<file path="config.mk">
export PLATFORM = sky130hd
export DESIGN_NAME = game_flow_ctrl_flat
export DESIGN_NICKNAME = d
export VERILOG_FILES = /design/src/rtl/game_flow_ctrl_if.sv /design/src/rtl/game_flow_ctrl.sv /design/src/flat_wrapper.sv
export SDC_FILE = /design/constraint.sdc
export NUM_CORES = 1
export LEC_CHECK = 0
export BUFFER_PORTS_ARGS = -buffer_cell sky130_fd_sc_hd__buf_2
export CORE_MARGIN = 4
export CORE_UTILIZATION = 35
export DETAILED_ROUTE_END_ITERATION = 16
export GPL_ROUTABILITY_DRIVEN = 0
export PLACE_DENSITY_LB_ADDON = 0.3
export SYNTH_ARGS = -nofsm -noshare
export SYNTH_HDL_FRONTEND = slang
export SYNTH_SLANG_ARGS = --single-unit
</file>
<file path="constraint.sdc">
create_clock -name clk -period 4.1 [get_ports clk]
set_clock_uncertainty 0.05 [all_clocks]
set_input_delay 0.205 -clock clk [delete_from_list [all_inputs] [get_ports clk]]
set_output_delay 0.205 -clock clk [all_outputs]
set_load 0.01 [all_outputs]
</file>
<file path="src/rtl/game_flow_ctrl_if.sv">
`default_nettype none
// ============================================================================
// Module   : game_flow_ctrl_if
// Brief    : Signal bundle between the keys/Bluetooth/game core and the
//            session controller.
// Revision : 1.0
// ============================================================================
interface game_flow_ctrl_if;
  logic       start_key_n;
  logic       jump_key_n;
  logic       bt_start;
  logic       bt_jump;
  logic       game_alive;
  logic       core_rst_n;
  logic       jump_out;
  logic [2:0] state;
  logic [7:0] score_bcd;
  logic [7:0] hi_bcd;
  logic [6:0] hex0;
  logic [6:0] hex1;

  // Controller side.
  modport slave (
    input  start_key_n, jump_key_n, bt_start, bt_jump, game_alive,
    output core_rst_n, jump_out, state, score_bcd, hi_bcd, hex0, hex1
  );

  // Board / core side.
  modport master (
    output start_key_n, jump_key_n, bt_start, bt_jump, game_alive,
    input  core_rst_n, jump_out, state, score_bcd, hi_bcd, hex0, hex1
  );
endinterface
`default_nettype wire

</file>
<file path="src/rtl/game_flow_ctrl.sv">
`default_nettype none
// ============================================================================
// Module   : game_flow_ctrl
// Brief    : Runner-game session controller: input conditioning, session FSM,
//            score / high score and HEX display drive.
// Revision : 1.0
// ============================================================================
module game_flow_ctrl #(
  parameter int TICK_DIV        = 524288,
  parameter int DEBOUNCE_CYC    = 500000,
  parameter int COUNTDOWN_TICKS = 96,
  parameter int SCORE_TICKS     = 48,
  parameter int JUMP_COOLDOWN   = 1024
) (
  input wire              clk,
  input wire              reset_n,
  game_flow_ctrl_if.slave ctrl_if
);

  localparam int c_TICK_W = (TICK_DIV > 1) ? $clog2(TICK_DIV) : 1;
  localparam int c_DEB_W  = (DEBOUNCE_CYC > 1) ? $clog2(DEBOUNCE_CYC) : 1;
  localparam int c_CD_W   = (COUNTDOWN_TICKS > 1) ? $clog2(COUNTDOWN_TICKS) : 1;
  localparam int c_SC_W   = (SCORE_TICKS > 1) ? $clog2(SCORE_TICKS) : 1;
  localparam int c_COOL_W = $clog2(JUMP_COOLDOWN + 1);

  localparam logic [6:0] c_SEG_DASH  = 7'b0111111;
  localparam logic [6:0] c_SEG_BLANK = 7'b1111111;

  typedef enum logic [2:0] {
    ST_IDLE      = 3'd0,
    ST_COUNTDOWN = 3'd1,
    ST_PLAY      = 3'd2,
    ST_OVER      = 3'd3
  } state_t;

  function automatic logic [6:0] seg7(input logic [3:0] d);
    logic [6:0] s;
    case (d)
      4'd0:    s = 7'h40;
      4'd1:    s = 7'h79;
      4'd2:    s = 7'h24;
      4'd3:    s = 7'h30;
      4'd4:    s = 7'h19;
      4'd5:    s = 7'h12;
      4'd6:    s = 7'h02;
      4'd7:    s = 7'h78;
      4'd8:    s = 7'h00;
      4'd9:    s = 7'h10;
      default: s = c_SEG_BLANK;
    endcase
    return s;
  endfunction

  // Countdown shows 3, 2, 1 across three equal thirds of the countdown.
  function automatic logic [3:0] cd_digit(input logic [c_CD_W-1:0] cd);
    int prod;
    prod = 3 * int'(cd);
    if (prod < COUNTDOWN_TICKS)          return 4'd3;
    else if (prod < 2 * COUNTDOWN_TICKS) return 4'd2;
    else                                 return 4'd1;
  endfunction

  function automatic logic [7:0] bcd_inc(input logic [7:0] v);
    if (v == 8'h99)        return v;
    if (v[3:0] == 4'd9)    return {v[7:4] + 4'd1, 4'd0};
    return {v[7:4], v[3:0] + 4'd1};
  endfunction

  // ---------------------------------------------------------------- tick
  logic [c_TICK_W-1:0] tick_cnt_q;
  logic                w_tick;

  assign w_tick = (tick_cnt_q == '0);

  always_ff @(posedge clk or negedge reset_n) begin
    if (!reset_n)                                    tick_cnt_q <= '0;
    else if (tick_cnt_q == c_TICK_W'(TICK_DIV - 1))  tick_cnt_q <= '0;
    else                                             tick_cnt_q <= tick_cnt_q + 1'b1;
  end

  // ---------------------------------------------------------------- keys
  // Index 0 = start key, index 1 = jump key.
  logic [1:0] w_key_raw;
  logic [1:0] w_key_press;

  assign w_key_raw = {ctrl_if.jump_key_n, ctrl_if.start_key_n};

  for (genvar gi = 0; gi < 2; gi++) begin : g_key
    logic               sync1_q;
    logic               sync2_q;
    logic               deb_q;
    logic               deb_prev_q;
    logic               press_q;
    logic [c_DEB_W-1:0] cnt_q;

    always_ff @(posedge clk or negedge reset_n) begin
      if (!reset_n) begin
        sync1_q    <= 1'b1;
        sync2_q    <= 1'b1;
        deb_q      <= 1'b1;
        deb_prev_q <= 1'b1;
        press_q    <= 1'b0;
        cnt_q      <= '0;
      end else begin
        sync1_q    <= w_key_raw[gi];
        sync2_q    <= sync1_q;
        deb_prev_q <= deb_q;
        press_q    <= deb_prev_q & ~deb_q;
        if (sync2_q == deb_q) begin
          cnt_q <= '0;
        end else if (cnt_q == c_DEB_W'(DEBOUNCE_CYC - 1)) begin
          deb_q <= sync2_q;
          cnt_q <= '0;
        end else begin
          cnt_q <= cnt_q + 1'b1;
        end
      end
    end

    assign w_key_press[gi] = press_q;
  end

  // ----------------------------------------------------------- bluetooth
  logic bt_start_prev_q;
  logic bt_jump_prev_q;
  logic bt_start_edge_q;
  logic bt_jump_edge_q;

  always_ff @(posedge clk or negedge reset_n) begin
    if (!reset_n) begin
      bt_start_prev_q <= 1'b0;
      bt_jump_prev_q  <= 1'b0;
      bt_start_edge_q <= 1'b0;
      bt_jump_edge_q  <= 1'b0;
    end else begin
      bt_start_prev_q <= ctrl_if.bt_start;
      bt_jump_prev_q  <= ctrl_if.bt_jump;
      bt_start_edge_q <= ctrl_if.bt_start & ~bt_start_prev_q;
      bt_jump_edge_q  <= ctrl_if.bt_jump & ~bt_jump_prev_q;
    end
  end

  logic w_start_evt;
  logic w_jump_evt;

  assign w_start_evt = w_key_press[0] | bt_start_edge_q;
  assign w_jump_evt  = w_key_press[1] | bt_jump_edge_q;

  // ----------------------------------------------------------------- FSM
  state_t              state_q,      state_d;
  logic [c_CD_W-1:0]   cd_q,         cd_d;
  logic [c_SC_W-1:0]   sc_cnt_q,     sc_cnt_d;
  logic [7:0]          score_q,      score_d;
  logic [7:0]          hi_q,         hi_d;
  logic [c_COOL_W-1:0] cool_q,       cool_d;
  logic                jump_q,       jump_d;
  logic                core_rst_n_q, core_rst_n_d;
  logic [6:0]          hex0_q,       hex0_d;
  logic [6:0]          hex1_q,       hex1_d;

  always_ff @(posedge clk or negedge reset_n) begin
    if (!reset_n) begin
      state_q      <= ST_IDLE;
      cd_q         <= '0;
      sc_cnt_q     <= '0;
      score_q      <= 8'h00;
      hi_q         <= 8'h00;
      cool_q       <= '0;
      jump_q       <= 1'b0;
      core_rst_n_q <= 1'b0;
      hex0_q       <= c_SEG_DASH;
      hex1_q       <= c_SEG_DASH;
    end else begin
      state_q      <= state_d;
      cd_q         <= cd_d;
      sc_cnt_q     <= sc_cnt_d;
      score_q      <= score_d;
      hi_q         <= hi_d;
      cool_q       <= cool_d;
      jump_q       <= jump_d;
      core_rst_n_q <= core_rst_n_d;
      hex0_q       <= hex0_d;
      hex1_q       <= hex1_d;
    end
  end

  always_comb begin
    state_d  = state_q;
    cd_d     = cd_q;
    sc_cnt_d = sc_cnt_q;
    score_d  = score_q;
    hi_d     = hi_q;
    jump_d   = 1'b0;
    cool_d   = (cool_q != '0) ? cool_q - 1'b1 : cool_q;

    case (state_q)
      ST_IDLE, ST_OVER: begin
        if (w_start_evt) begin
          state_d  = ST_COUNTDOWN;
          cd_d     = '0;
          sc_cnt_d = '0;
          score_d  = 8'h00;
        end
      end
      ST_COUNTDOWN: begin
        if (w_tick) begin
          if (cd_q == c_CD_W'(COUNTDOWN_TICKS - 1)) state_d = ST_PLAY;
          else                                      cd_d    = cd_q + 1'b1;
        end
      end
      ST_PLAY: begin
        if (w_jump_evt && (cool_q == '0)) begin
          jump_d = 1'b1;
          cool_d = c_COOL_W'(JUMP_COOLDOWN);
        end
        // A collision pre-empts any score tick in the same cycle.
        if (!ctrl_if.game_alive) begin
          state_d = ST_OVER;
          if (score_q > hi_q) hi_d = score_q;
        end else if (w_tick) begin
          if (sc_cnt_q == c_SC_W'(SCORE_TICKS - 1)) begin
            sc_cnt_d = '0;
            score_d  = bcd_inc(score_q);
          end else begin
            sc_cnt_d = sc_cnt_q + 1'b1;
          end
        end
      end
      default: state_d = ST_IDLE;
    endcase

    core_rst_n_d = (state_d == ST_PLAY) || (state_d == ST_OVER);

    // Display follows the next state so it lines up with the state output.
    hex0_d = c_SEG_DASH;
    hex1_d = c_SEG_DASH;
    case (state_d)
      ST_COUNTDOWN: begin
        hex0_d = seg7(cd_digit(cd_d));
        hex1_d = c_SEG_BLANK;
      end
      ST_PLAY, ST_OVER: begin
        hex0_d = seg7(score_d[3:0]);
        hex1_d = seg7(score_d[7:4]);
      end
      default: ;
    endcase
  end

  assign ctrl_if.state      = state_q;
  assign ctrl_if.core_rst_n = core_rst_n_q;
  assign ctrl_if.jump_out   = jump_q;
  assign ctrl_if.score_bcd  = score_q;
  assign ctrl_if.hi_bcd     = hi_q;
  assign ctrl_if.hex0       = hex0_q;
  assign ctrl_if.hex1       = hex1_q;

endmodule
`default_nettype wire

</file>
<file path="src/flat_wrapper.sv">
// flat-port wrapper written by rule: the top's interface ports become plain ports
module game_flow_ctrl_flat 
#(
  parameter int TICK_DIV        = 524288,
  parameter int DEBOUNCE_CYC    = 500000,
  parameter int COUNTDOWN_TICKS = 96,
  parameter int SCORE_TICKS     = 48,
  parameter int JUMP_COOLDOWN   = 1024
)
  (clk, reset_n, ctrl_if_start_key_n, ctrl_if_jump_key_n, ctrl_if_bt_start, ctrl_if_bt_jump, ctrl_if_game_alive, ctrl_if_core_rst_n, ctrl_if_jump_out, ctrl_if_state, ctrl_if_score_bcd, ctrl_if_hi_bcd, ctrl_if_hex0, ctrl_if_hex1);
  game_flow_ctrl_if ctrl_if_i ();
  input wire clk;
  input wire reset_n;
  input wire logic [$bits(ctrl_if_i.start_key_n)-1:0] ctrl_if_start_key_n;
  input wire logic [$bits(ctrl_if_i.jump_key_n)-1:0] ctrl_if_jump_key_n;
  input wire logic [$bits(ctrl_if_i.bt_start)-1:0] ctrl_if_bt_start;
  input wire logic [$bits(ctrl_if_i.bt_jump)-1:0] ctrl_if_bt_jump;
  input wire logic [$bits(ctrl_if_i.game_alive)-1:0] ctrl_if_game_alive;
  output wire logic [$bits(ctrl_if_i.core_rst_n)-1:0] ctrl_if_core_rst_n;
  output wire logic [$bits(ctrl_if_i.jump_out)-1:0] ctrl_if_jump_out;
  output wire logic [$bits(ctrl_if_i.state)-1:0] ctrl_if_state;
  output wire logic [$bits(ctrl_if_i.score_bcd)-1:0] ctrl_if_score_bcd;
  output wire logic [$bits(ctrl_if_i.hi_bcd)-1:0] ctrl_if_hi_bcd;
  output wire logic [$bits(ctrl_if_i.hex0)-1:0] ctrl_if_hex0;
  output wire logic [$bits(ctrl_if_i.hex1)-1:0] ctrl_if_hex1;
  assign ctrl_if_i.start_key_n = ctrl_if_start_key_n;
  assign ctrl_if_i.jump_key_n = ctrl_if_jump_key_n;
  assign ctrl_if_i.bt_start = ctrl_if_bt_start;
  assign ctrl_if_i.bt_jump = ctrl_if_bt_jump;
  assign ctrl_if_i.game_alive = ctrl_if_game_alive;
  assign ctrl_if_core_rst_n = ctrl_if_i.core_rst_n;
  assign ctrl_if_jump_out = ctrl_if_i.jump_out;
  assign ctrl_if_state = ctrl_if_i.state;
  assign ctrl_if_score_bcd = ctrl_if_i.score_bcd;
  assign ctrl_if_hi_bcd = ctrl_if_i.hi_bcd;
  assign ctrl_if_hex0 = ctrl_if_i.hex0;
  assign ctrl_if_hex1 = ctrl_if_i.hex1;
  game_flow_ctrl #(.TICK_DIV(TICK_DIV), .DEBOUNCE_CYC(DEBOUNCE_CYC), .COUNTDOWN_TICKS(COUNTDOWN_TICKS), .SCORE_TICKS(SCORE_TICKS), .JUMP_COOLDOWN(JUMP_COOLDOWN)) u_core (.clk(clk), .reset_n(reset_n), .ctrl_if(ctrl_if_i));
endmodule
</file>
==> results.txt <==
Layout cells sized above 1 = 18.0%
Routed vias = 5188
Post-synth top flop = dfrtp_1
Clk_lat worst skew = 0.41 ns
Area delta synth->final = 16.9%
Register area share after synthesis = 46.9%
Buffers & Inverters on Critical Path = 1
Post-Route Setup TNS = 0 ns
Worst-margin pin slew = 0.828 ns
CTS root buf = clkbuf_16
Die Wd = 149 um
Period minus WS final = 3.82 ns
CP max-delay cell = or4_4
Post-synth EDFFs = 0
CP delay by family, top = simple AND/OR/NAND/NOR gates
Fin. Hold Viols = 0
Global route overflow = 0
Clock slew at reported path FFs = 0.06 ns
Status = completed
Routed Antenna Nets = 0
# IOs = 42
Fin crit share = 93.2%
DP HPWL = 9960 um
Hold depth = 3
FF+latch count, synth = 130
Relative slew margins = 44.8%
Pwr Density = 357 mW/mm^2
Post CTS Setup Buffer Count = 0
Row count = 51
CTS tree = done
Die H = 149 um
Asr flop ratio synth = 100%
WL/cell = 13.5 um
Storage cell area = 0.00328 mm^2
Worst Reg-to-Reg Cells = 14
P_leak = 3.74 nW
Max rail drop VDD = 281 uV
Hold endpoint = u_core.ctrl_if.state[0]
Max-cap violations = 0
Port Buffer Count = 41
Via-per-instance ratio = 4.94
CP Class = reg2reg
Synthesized Nets = 756
Fillers = 1912
Largest net degree at the start of global routing = 93
Total CTS buffers = 17
CP arrival = 4.12 ns
Core Region = 0.0195 mm^2
Max incr delay on CP = 0.55 ns
Drt first-iter violations = 310
H-tree depth = 4
Endpoints failing setup = 0
Slew Limit Fails = 0
Critical Path Fanout Max = 5
Reg-to-reg critical path endpoint = u_core.ctrl_if.hex0[2]
Die ar. = 0.0223 mm^2
Unrepaired setup endpoints after global routing = no
Post-synthesis cell type count = 74
Starting Density = 35.8%
Drt first pass iters = 4
CP Capture Type = flop
# nets final = 815
Worst EP required = 4.40 ns
Fmax achieved = 262 MHz
DRT Wirelength = 14100 um
Hold path start = ctrl_if_game_alive
Ant. Diodes = 0
Post-Syn Area = 0.00699 mm^2
DRC errors left = 0
Register-to-register setup slack = 0.28 ns
# clock sinks = 130
GRT Overall Usage = 13.4%
Clock Tree Buf Depth = 2
Post-Syn Area per Cell = 9.80 um^2
Initial antenna violation count = 0
Vias in the first global route = 5045
First-pass GRT wire length = 24400 um
Area occupied by multi-input gates = 0.00349 mm^2
CP Launch Type = flop
Placed instance area = 0.00752 mm^2
Layout Cell Area excl Fill = 0.00817 mm^2
Cells along the critical path = or4_4 -> nand3b_2 -> nor2_1 -> buf_4 -> nand4_1 -> nor2b_1 -> o21ai_0 -> o31ai_1 -> ha_1 -> nor3_2 -> nand3_1 -> and3_4 -> a2111oi_2 -> a32o_1
Reg-to-reg critical path startpoint = u_core.tick_cnt_q[13]
Worst hold-check path type = in2reg
Yosys warnings = 0
Post-synthesis cell count = 713
[where the power goes]
group	leakage, nW	internal [mW]	total, mW	switching, mW
sequential	1.70	1.30	1.31	0.0102
clock	0.277	0.970	1.52	0.547
combinational	1.76	0.0260	0.0863	0.0603
total	3.74	2.30	2.92	0.617
[worst max path at each step]
stage	cells after the start	endpoint	from
floorplan	14	u_core.ctrl_if.hex0[2]	u_core.tick_cnt_q[13]
global route	14	u_core.ctrl_if.hex0[2]	u_core.tick_cnt_q[13]
global placement	13	u_core.ctrl_if.hex0[2]	u_core.tick_cnt_q[13]
CTS	13	u_core.ctrl_if.hex0[2]	u_core.tick_cnt_q[13]
finish	14	u_core.ctrl_if.hex0[2]	u_core.tick_cnt_q[13]
detailed placement	13	u_core.ctrl_if.hex0[2]	u_core.tick_cnt_q[13]
[per-stage QoR]
stage | cells | hold WS, ns | worst slack [ns] | utilization [%] | total power, mW
global route | 1050 | 0.310 | 0.0112 | 41.8 | 3.04
floorplan | 713 | -0.141 | 0.436 | - | 1.37
detailed placement | 1013 | 0.261 | 0.166 | 38.5 | 1.42
CTS | 1050 | 0.261 | 0.152 | 41.8 | 2.97
global placement | 1013 | 0.261 | 0.285 | 38.5 | 1.42
finish | 1050 | 0.277 | 0.278 | 41.8 | 2.92
[cells by family after synthesis]
group	Yosys count	share of synthesized area (%)
adders and majority gates	36	6.44
AOI/OAI and AO/OA	128	11.8
DFF	130	46.9
buffers and inverters	56	3.36
xor gates and xnor gates	56	7.02
and+or+nand+nor	292	22.3
muxes	14	2.17
other	1	0.0536
[state kept, by name (all words and copies together), names as in the netlist, 2 cells and up]
name	count
u_core.g_key.cnt_q	38
u_core.g_key.press_q	2
u_core.ctrl_if.hex0	7
u_core.ctrl_if.score_bcd	8
u_core.cool_q	11
u_core.g_key.sync1_q	2
u_core.g_key.deb_q	2
u_core.ctrl_if.state	3
u_core.cd_q	7
u_core.tick_cnt_q	19
u_core.ctrl_if.hi_bcd	8
u_core.ctrl_if.hex1	7
u_core.sc_cnt_q	6
u_core.g_key.sync2_q	2
u_core.g_key.deb_prev_q	2
[synthesized netlist by cell type, drive strengths merged (9+ instances only)]
| cell | instances | area [um^2] |
|---|---|---|
| ha | 36 | 450 |
| o21ai | 42 | 210 |
| xor2 | 26 | 228 |
| nor2 | 83 | 314 |
| and3 | 17 | 113 |
| a21o | 11 | 83.8 |
| nor3 | 17 | 90.1 |
| clkbuf | 12 | 55.1 |
| nand4 | 14 | 87.6 |
| xnor2 | 30 | 263 |
| dfstp | 20 | 526 |
| dfrtp | 110 | 2750 |
| nor2b | 10 | 62.6 |
| inv | 41 | 154 |
| nor4 | 13 | 115 |
| nand3 | 40 | 200 |
| mux2 | 9 | 101 |
| nand2 | 42 | 158 |
| or3 | 13 | 82.6 |
| a21oi | 35 | 179 |
[cell type report]
type	instances	area share (%)
multi-input combinational	527	42.7
sequential	130	40.1
tap	265	4.06
clock buffer	23	5.61
inverter	41	1.88
clock inverter	9	1.61
timing repair buffer	55	4.03
[worst min-delay path, stage by stage]
cell and delay [ns]:
buf_2 0.13, nor2b_1 0.19, a211oi_1 0.14
[layout by cell type (no fill, tap or decap), drive strengths merged, types with 10 or more instances in the layout]
cell    instances
a21o           11
a21oi          35
and3           17
buf            50
clkbuf         23
dfrtp         110
dfstp          20
ha             36
inv            41
nand2          42
nand3          40
nand4          14
nor2           83
nor2b          10
nor3           17
nor4           13
o21ai          42
or3            13
xnor2          30
xor2           26
[routing by layer]
metal	up-vias	share of wire, %	GRT usage [%]
met3	20	4.4	3.89
met2	103	45	20.9
met5	-	0	0
met4	0	1.5	3.84
li1	2629	-	-
met1	2436	49	18.4
[repair_timing]
item | 4_1_cts | 5_1_grt
endpoints found under the setup margin | 0 | 2
hold buffers | 5 | 0
resized for setup | 0 | 3
endpoints found under the hold margin | 83 | 0
Power figures use the tool's default switching activity.
